## src/rtl/cache_traffic_gen.sv

```systemverilog
// Cache traffic generator: walks sequential, LFSR-random or strided addresses and reports counts/latency.
// Optional TGEN_CHECK_EN: write-then-read per address with read-back data checking.
module cache_traffic_gen #(
  parameter int                    ADDR_WIDTH = 11,
  parameter int                    DATA_WIDTH = 8,
  parameter int                    CNT_WIDTH  = 16,
  parameter int                    LAT_WIDTH  = 8,
  parameter int                    TIMEOUT    = 200,
  parameter logic [15:0]           SEED       = 16'hACE1,
  parameter logic [DATA_WIDTH-1:0] PATTERN    = 'hA5
) (
  input  logic                  clk,
  input  logic                  rst,
  input  logic                  start,
  input  logic [1:0]            mode,
  input  logic                  rw_mode,
  input  logic [ADDR_WIDTH-1:0] base_addr,
  input  logic [ADDR_WIDTH-1:0] stride,
  input  logic [CNT_WIDTH-1:0]  num_req,
  output logic [ADDR_WIDTH-1:0] cpu_addr,
  output logic [DATA_WIDTH-1:0] cpu_data_in,
  output logic                  cpu_read,
  output logic                  cpu_write,
  input  logic [DATA_WIDTH-1:0] cpu_data_out,
  input  logic                  cpu_ready,
  input  logic                  cpu_hit,
  output logic                  busy,
  output logic                  done,
  output logic                  timeout,
  output logic [CNT_WIDTH-1:0]  req_count,
  output logic [CNT_WIDTH-1:0]  hit_count,
  output logic [CNT_WIDTH-1:0]  err_count,
  output logic [LAT_WIDTH-1:0]  max_latency
);
  localparam logic [2:0] S_IDLE  = 3'd0, S_ISSUE = 3'd1, S_GUARD = 3'd2,
                         S_WAIT  = 3'd3, S_CHECK = 3'd4, S_DONE  = 3'd5;
  localparam logic [31:0] TO_LIM = 32'(TIMEOUT);

  logic [2:0]            state_q, state_d;
  logic [15:0]           lfsr_q, lfsr_d, lfsr_nxt;
  logic [1:0]            mode_q, mode_d;
  logic                  rw_q, rw_d, wph_q, wph_d;
  logic [ADDR_WIDTH-1:0] acc_q, acc_d, stride_q, stride_d, step;
  logic [CNT_WIDTH-1:0]  num_q, num_d, idx_q, idx_d;
  logic [CNT_WIDTH-1:0]  req_q, req_d, hit_q, hit_d, err_q, err_d;
  logic [LAT_WIDTH-1:0]  lat_q, lat_d, maxl_q, maxl_d, lat_now;
  logic                  to_q, to_d, issue, data_bad;

  function automatic logic [CNT_WIDTH-1:0] sat_inc(input logic [CNT_WIDTH-1:0] v);
    return (&v) ? v : v + 1'b1;
  endfunction

  assign lfsr_nxt = {1'b0, lfsr_q[15:1]} ^ (lfsr_q[0] ? 16'hB400 : 16'h0000);
  assign step     = (mode_q == 2'd2) ? stride_q : ADDR_WIDTH'(1);
  // latency including the current cycle, counted from ISSUE
  assign lat_now  = (&lat_q) ? lat_q : lat_q + 1'b1;
  assign issue    = (state_q == S_ISSUE);

  assign cpu_addr    = (mode_q == 2'd1) ? lfsr_q[ADDR_WIDTH-1:0] : acc_q;
  assign cpu_read    = issue && !wph_q;
  assign busy        = (state_q != S_IDLE) && (state_q != S_DONE);
  assign done        = (state_q == S_DONE);
  assign timeout     = to_q;
  assign req_count   = req_q;
  assign hit_count   = hit_q;
  assign max_latency = maxl_q;

`ifdef TGEN_CHECK_EN
  localparam bit CHK_EN = 1'b1;
  logic [DATA_WIDTH-1:0] wdata;
  assign wdata       = DATA_WIDTH'(cpu_addr) ^ PATTERN;
  assign data_bad    = rw_q && (cpu_data_out != wdata);
  assign cpu_write   = issue && wph_q;
  assign cpu_data_in = (wph_q && busy) ? wdata : '0;
  assign err_count   = err_q;
`else
  localparam bit CHK_EN = 1'b0;
  logic unused_nc;
  assign unused_nc   = ^{cpu_data_out, err_q};
  assign data_bad    = 1'b0;
  assign cpu_write   = 1'b0;
  assign cpu_data_in = '0;
  assign err_count   = '0;
`endif

  always_comb begin
    state_d = state_q; lfsr_d = lfsr_q; mode_d = mode_q; rw_d = rw_q; wph_d = wph_q;
    acc_d = acc_q; stride_d = stride_q; num_d = num_q; idx_d = idx_q;
    req_d = req_q; hit_d = hit_q; err_d = err_q; lat_d = lat_q; maxl_d = maxl_q; to_d = to_q;
    case (state_q)
      S_IDLE, S_DONE: if (start) begin
        mode_d = mode; rw_d = CHK_EN && rw_mode; wph_d = CHK_EN && rw_mode;
        acc_d = base_addr; stride_d = stride; num_d = num_req; idx_d = '0;
        req_d = '0; hit_d = '0; err_d = '0; maxl_d = '0; to_d = 1'b0; lfsr_d = SEED;
        state_d = (num_req == '0) ? S_DONE : S_ISSUE;
      end
      S_ISSUE: begin lat_d = LAT_WIDTH'(1); state_d = S_GUARD; end
      S_GUARD: begin lat_d = lat_now; state_d = S_WAIT; end
      S_WAIT: begin
        if (cpu_ready) begin
          req_d = sat_inc(req_q);
          if (cpu_hit) hit_d = sat_inc(hit_q);
          if (lat_now > maxl_q) maxl_d = lat_now;
          state_d = S_CHECK;
        end else if (32'(lat_now) >= TO_LIM) begin
          to_d = 1'b1; state_d = S_DONE;
        end else begin
          lat_d = lat_now;
        end
      end
      S_CHECK: begin
        if (wph_q) begin
          wph_d = 1'b0; state_d = S_ISSUE;
        end else begin
          if (data_bad) err_d = sat_inc(err_q);
          lfsr_d = lfsr_nxt; acc_d = acc_q + step; idx_d = idx_q + 1'b1;
          if (idx_q + 1'b1 == num_q) state_d = S_DONE;
          else begin wph_d = rw_q; state_d = S_ISSUE; end
        end
      end
      default: state_d = S_IDLE;
    endcase
  end

  always_ff @(posedge clk or posedge rst) begin
    if (rst) begin
      state_q <= S_IDLE; lfsr_q <= SEED; mode_q <= '0; rw_q <= 1'b0; wph_q <= 1'b0;
      acc_q <= '0; stride_q <= '0; num_q <= '0; idx_q <= '0;
      req_q <= '0; hit_q <= '0; err_q <= '0; lat_q <= '0; maxl_q <= '0; to_q <= 1'b0;
    end else begin
      state_q <= state_d; lfsr_q <= lfsr_d; mode_q <= mode_d; rw_q <= rw_d; wph_q <= wph_d;
      acc_q <= acc_d; stride_q <= stride_d; num_q <= num_d; idx_q <= idx_d;
      req_q <= req_d; hit_q <= hit_d; err_q <= err_d; lat_q <= lat_d; maxl_q <= maxl_d; to_q <= to_d;
    end
  end
endmodule

```

## config.mk

```make
export PLATFORM = sky130hd
export DESIGN_NAME = cache_traffic_gen
export DESIGN_NICKNAME = d
export VERILOG_FILES = /design/src/rtl/cache_traffic_gen.sv
export SDC_FILE = /design/constraint.sdc
export NUM_CORES = 1
export LEC_CHECK = 0
export BUFFER_PORTS_ARGS = -buffer_cell sky130_fd_sc_hd__buf_4
export CAP_MARGIN = 0
export CORE_MARGIN = 1.5
export CORE_UTILIZATION = 55
export CTS_BUF_LIST = sky130_fd_sc_hd__clkbuf_8
export CTS_CLUSTER_SIZE = 40
export DETAILED_ROUTE_END_ITERATION = 12
export PLACE_DENSITY = 0.8
export SYNTH_ARGS = -nofsm -noshare
export SYNTH_HDL_FRONTEND = slang
export SYNTH_SLANG_ARGS = --single-unit
export TNS_END_PERCENT = 10
```

## constraint.sdc

```tcl
create_clock -name clk -period 5.4 [get_ports clk]
set_input_delay 0.81 -clock clk [delete_from_list [all_inputs] [get_ports clk]]
set_output_delay 0.81 -clock clk [all_outputs]
set_load 0.02 [all_outputs]
```

# Word level (Yosys, flattened, before mapping)
# Index checks and enable logic that the tools add are counted.
[word_totals]
out_inout_bits = 80
wordCells = 102
regBits = 125
inputBits = 54
[op_classes]
eq_ne = 20
magnitude_cmp = 2
add_sub_neg = 5
n_mux = 39
bitwise_logic = 1
reduce_logical = 22
[op_table]
columns = ["op", "n"]
rows = [
  ["$mux W16", 10],
  ["$pmux W16 S2", 4],
  ["$add A16 B1 Y16 const B", 3],
  ["$mux W8", 6],
  ["$mux W11", 4],
  ["$reduce_and A16 Y1", 2],
  ["$pmux W8 S3", 1],
  ["$pmux W11 S2", 1],
  ["$ne A2 B2 Y1 const B", 10],
  ["$mux W3", 6],
  ["$eq A16 B16 Y1", 1],
  ["$logic_not A16 Y1", 1],
  ["$pmux W8 S2", 1],
  ["$xor A15 B16 Y16", 1],
  ["$pmux W3 S5", 1],
  ["$reduce_and A4 Y1", 3],
  ["$add A11 B11 Y11", 1],
  ["$add A8 B1 Y8 const B", 1],
  ["$ge A8 B8 Y1 const B", 1],
  ["$gt A8 B8 Y1", 1],
  ["$reduce_and A8 Y1", 1],
  ["$eq A3 B2 Y1 const B", 2],
  ["$eq A3 B3 Y1 const B", 2],
  ["$ne A3 B3 Y1 const B", 2],
  ["14 further kinds", 23],
]

# Depth between registers and ports, before layout
[logic_depth]
word_depth = 6
ltp_mapped = 14
ltp_nobuf = 13

# Least setup slack after synthesis
# Ideal clock, no wire load.
[synth_path]
path_type = "register to register"
from = "register lat_q[0]"
to = "register maxl_q[0], in the netlist max_latency[0]"
stages_incl_launch_ff = 14
required_ns = 5.277
synth_period_minus_slack_ns = 2.719
setup_slack_ns = 2.681
path_buffers = 1
arrival_time_ns = 2.595
cell_sequence = "dfrtp_1 ha_1 nand3_2 nor2_1 and3_1 o21ai_0 o21ai_0 ha_1 nand3_1 o221ai_2 a31oi_1 or3_1 buf_6 mux2i_1"
[synth_via]
elab_chain_len = 5
elab_cells_between_ends = 9
cone_classes = "1 x add/sub; 1 x order compare; 1 x eq/ne; 4 x mux; 2 x reduce/logical"
[synth_lines]
columns = ["item", "line_no", "text"]
rows = [
  ["start, declared", "46", "logic [LAT_WIDTH-1:0] lat_q, lat_d, maxl_q, maxl_d, lat_now;"],
  ["start signal, assigned", "133", "req_q <= req_d; hit_q <= hit_d; err_q <= err_d; lat_q <= lat_d; maxl_q <= maxl_d; to_q <= to_d;"],
  ["$add A8 B1 Y8 or $reduce_and A8 Y1 (tied branches)", "56", "assign lat_now = (&lat_q) ? lat_q : lat_q + 1'b1;"],
  ["$mux W8 (*)", "56", ""],
  ["$gt A8 B8 Y1 or $mux W8 (tied branches)", "103", "if (lat_now > maxl_q) maxl_d = lat_now;"],
  ["$ne A2 B2 Y1 (no line) or $mux W8 (tied branches)", "n/a", ""],
  ["$reduce_and A4 Y1 (no line) or $pmux W8 S2 (tied branches)", "n/a", ""],
  ["end signal, assigned", "133", ""],
  ["end, declared", "46", ""],
]
# Every way passes the cells marked *; elsewhere a longest branch is shown, timed or not. The select of a mux whose other input is x is not followed.
# A chain may end at the register's enable or synchronous reset.

# Final worst setup path
[layout_path]
from = "register mode_q[0]"
to = "register acc_q[10]"
[layout_via]
elab_chain_len = 5
[layout_lines]
columns = ["item", "line_no", "text"]
rows = [
  ["start, declared", "41", "logic [1:0] mode_q, mode_d;"],
  ["start signal, assigned", "131", "state_q <= state_d; lfsr_q <= lfsr_d; mode_q <= mode_d; rw_q <= rw_d; wph_q <= wph_d;"],
  ["$eq A2 B2 Y1", "54", "assign step = (mode_q == 2'd2) ? stride_q : ADDR_WIDTH'(1);"],
  ["$mux W11", "54", ""],
  ["$add A11 B11 Y11", "116", "lfsr_d = lfsr_nxt; acc_d = acc_q + step; idx_d = idx_q + 1'b1;"],
  ["$mux W11", "112", "if (wph_q) begin"],
  ["$pmux W11 S2", "90", "case (state_q)"],
  ["end signal, assigned", "128", "acc_q <= '0; stride_q <= '0; num_q <= '0; idx_q <= '0;"],
  ["end signal, assigned", "132", "acc_q <= acc_d; stride_q <= stride_d; num_q <= num_d; idx_q <= idx_d;"],
  ["end, declared", "43", "logic [ADDR_WIDTH-1:0] acc_q, acc_d, stride_q, stride_d, step;"],
]
# Every way passes these cells. The select of a mux whose other input is x is not followed.

==> out/qor.yml <==
status:
  outcome: "completed"
grt:
  grt_pass1_wl_um: 27900
  grt_use_total_pct: 24.4
  grt_pass1_vias: 5799
  antenna_found_initial: 0
  overflow: 0
  grt_max_degree: 84
die:
  die_area_um2: 14000
  core_um2: 12800
  start_util_pct: 57.2
  die_x_um: 118
  num_rows: 41
  ios: 134
  fp.dieH_um: 118
critical_path:
  rr_worst_depth: 11
  cp-start-kind: "flip-flop"
  cp.arrival_ps: 3540
  crit_end: "acc_q[10]"
  cp_num_cells: 11
  reg2reg_from: "mode_q[0]"
  endpoint_kind: "flip-flop"
  critPathBufInv: 0
  cpPeakStageDelay_ps: 490
  rrSetupSlack_ps: 2170
  worstSetupPathType: "flip-flop to flip-flop"
  cp_max_fo: 11
  worst_path_dominant_cell_family: "compound AO/OA/AOI/OAI gates"
  crit_top_cell: "a21o_1"
  cp_slowest_cell: "nor2b_1"
  r2r-end: "acc_q[10]"
  cp.required_ps: 5720
  cp_cell_sequence: "nor2b_1, nand2b_1, ha_1, fa_1, a21o_1, a21o_1, a211oi_1, o21ai_0, a31oi_1, xnor2_1, a21oi_1"
  crit_start: "mode_q[0]"
clock_network:
  cts_setup_buffers: 0
  cts.sinks: 124
  cts-root-buf: "clkbuf_8"
  clk-insertion-delay-late_ps: 450
  cts_buffer_depth: 2
  cts_htree_levels: 4
  cts_resized: 0
  cts_buffers: 17
  cts_hold_buf: 0
  cts.clk_slew.worst_paths_ps: 70
  cts_tree: "built"
power_and_ir_drop:
  ir_worst_vdd_mv: 0.244
  switching_share_pct: 40.0
  intPower_uw: 2380
  p_comb_share_pct: 41.4
  p_clk_share_pct: 22.4
  power.switching_uw: 1590
  power.leakage_uw: 0.00403
  seq_power_share_pct: 36.2
  p_per_area_nw_per_um2: 469
hold_path:
  hp-class: "flip-flop to flip-flop"
detailed_routing:
  vias: 6156
  final_antenna_net_count: 0
  wl_met1_um: 7530
  drt_wl_total_um: 16200
  vias_per_cell: 5.48
  dr.max_layer_used: "met4"
  wl_per_cell_um: 14.4
  drtPass1Iterations: 5
  drt-initial-drc-count: 367
  wl_met3_um: 856
  drc: 0
  route.met2.wl_um: 7620
timing:
  final_max_slew_viol_count: 0
  max_slew_margin_pct: 25.8
  rsz0062_at_grt: "no"
  fin_crit_ps: 3230
  fmax_mhz: 310
  min_period_over_period_pct: 59.7
  max_slew.worst_pin.slew_ps: 1110
  fin_ws_ps: 2170
  setup_viol: 0
  setup-tns-final_ps: 0
  hold_viol: 0
  clock_skew_ps: 8.76
flow_run:
  cap_violations: 0
yosys:
  ys_seq_area_share_pct: 42.6
  synth_cells: 856
  async_flop_share_pct: 100
  syn_avg_cell_area_um2: 8.54
  synth_flop_cell: "dfrtp_1"
  yosysWarnings: 0
  synth_seq_cells: 124
  synth_area_um2: 7310
  synth_edf_count: 0
  synth.distinct_cells: 64
final_layout:
  diodes: 0
  final_nets: 1014
  instances_no_fill: 1123
  drive_gt1_share_pct: 18.0
  fillers: 1099
  finish.utilization_pct: 66.4
  areaGrowthSynthToFinish_pct: 15.9
  layout_common_cells: "nand2_1 (198), dfrtp_1 (116), buf_4 (103), nor2_1 (73), o21ai_0 (60)"
  final_common_cell: "nand2_1"
placement:
  place_ws_ps: 2240
  post-dp-hpwl_um: 11200
  dp_cells: 1091
  place_congestion: 0.885
  io_buffers: 99
## state kept, by name, summed over array words and instances, names as in the netlist
signal	count
timeout	1
req_count	16
idx_q	16
hit_count	16
state_q	3
lfsr_q	16
num_q	16
mode_q	2
acc_q	11
stride_q	11
max_latency	8
lat_q	8
## worst register-to-register path, delay by kind of cell, from the launching register on
kind,cells,cell delay [ps]
compound gates,6,1270
fa+ha+maj,2,660
simple gates,2,630
flops,1,390
xor+xnor,1,140
## cell families (layout without fill, tap and decap cells)
group	Yosys count	after routing	synth area share, %
XOR/XNOR	59	59	7.07
adder cells (fa/ha/maj)	22	22	3.87
multiplexers	24	24	3.49
flip-flops	124	124	42.6
buffers and inverters	83	154	5.78
AO/OA/AOI/OAI	142	142	11.8
AND/OR/NAND/NOR	401	401	25.4
other	1	25	0.0513
## worst min-delay path by stage
stage                 from           to  slack (ps)  cells after the start
4_1_cts        stride_q[2]  stride_q[2]         470                      2
5_1_grt        stride_q[4]  stride_q[4]         500                      2
2_1_floorplan  stride_q[0]  stride_q[0]         440                      2
3_3_place_gp   stride_q[4]  stride_q[4]         450                      2
6_report       stride_q[7]  stride_q[7]         470                      2
3_5_place_dp   stride_q[2]  stride_q[2]         460                      2
## power groups by stage
stage	sequential, uW	clock (uW)	combinational, uW
final	1440	891	1650
after global routing	1480	948	1850
after CTS	1440	908	1660
after detailed placement	1450	0	1650
after global placement	1440	0	1610
after floorplan	1390	0	1280
## metal layers
layer | vias to the layer above | track usage [%]
li1 | 3049 | -
met1 | 2919 | 33.2
met3 | 18 | 5.26
met5 | - | 0
met4 | 0 | 7.62
met2 | 170 | 39.1
## area by class of cell
type | count | area, um2 | share of cell area, %
repair buffers | 103 | 773 | 9.12
multi-input cells | 673 | 3870 | 45.7
well taps | 172 | 215 | 2.54
inverters | 19 | 73.8 | 0.871
clock buffers | 17 | 234 | 2.76
clock inverters | 15 | 198 | 2.33
flip-flops and latches | 124 | 3110 | 36.7
## metrics by stage
step	total power (uW)	hold slack, ps	instance area [um2]
after floorplan	2670	437	7400
after global placement	3050	450	8050
after detailed placement	3100	457	8050
after CTS	4010	475	8480
after global routing	4280	496	8480
final	3980	472	8480
## Yosys cell counts (all sizes together) (14+ instances only)
cell type  instances  area share, %
nand2            199             10
dfrtp            116             40
nor2              75            3.9
o21ai             60            4.1
buf               40            3.6
xnor2             38            4.6
a21oi             33            2.3
clkbuf            24            1.2
nand3             22            1.6
ha                21            3.6
xor2              21            2.5
inv               19           0.98
a31oi             15            1.3
nand4             14            1.2
nor3              14           0.96
Power figures use the tool's default switching activity.
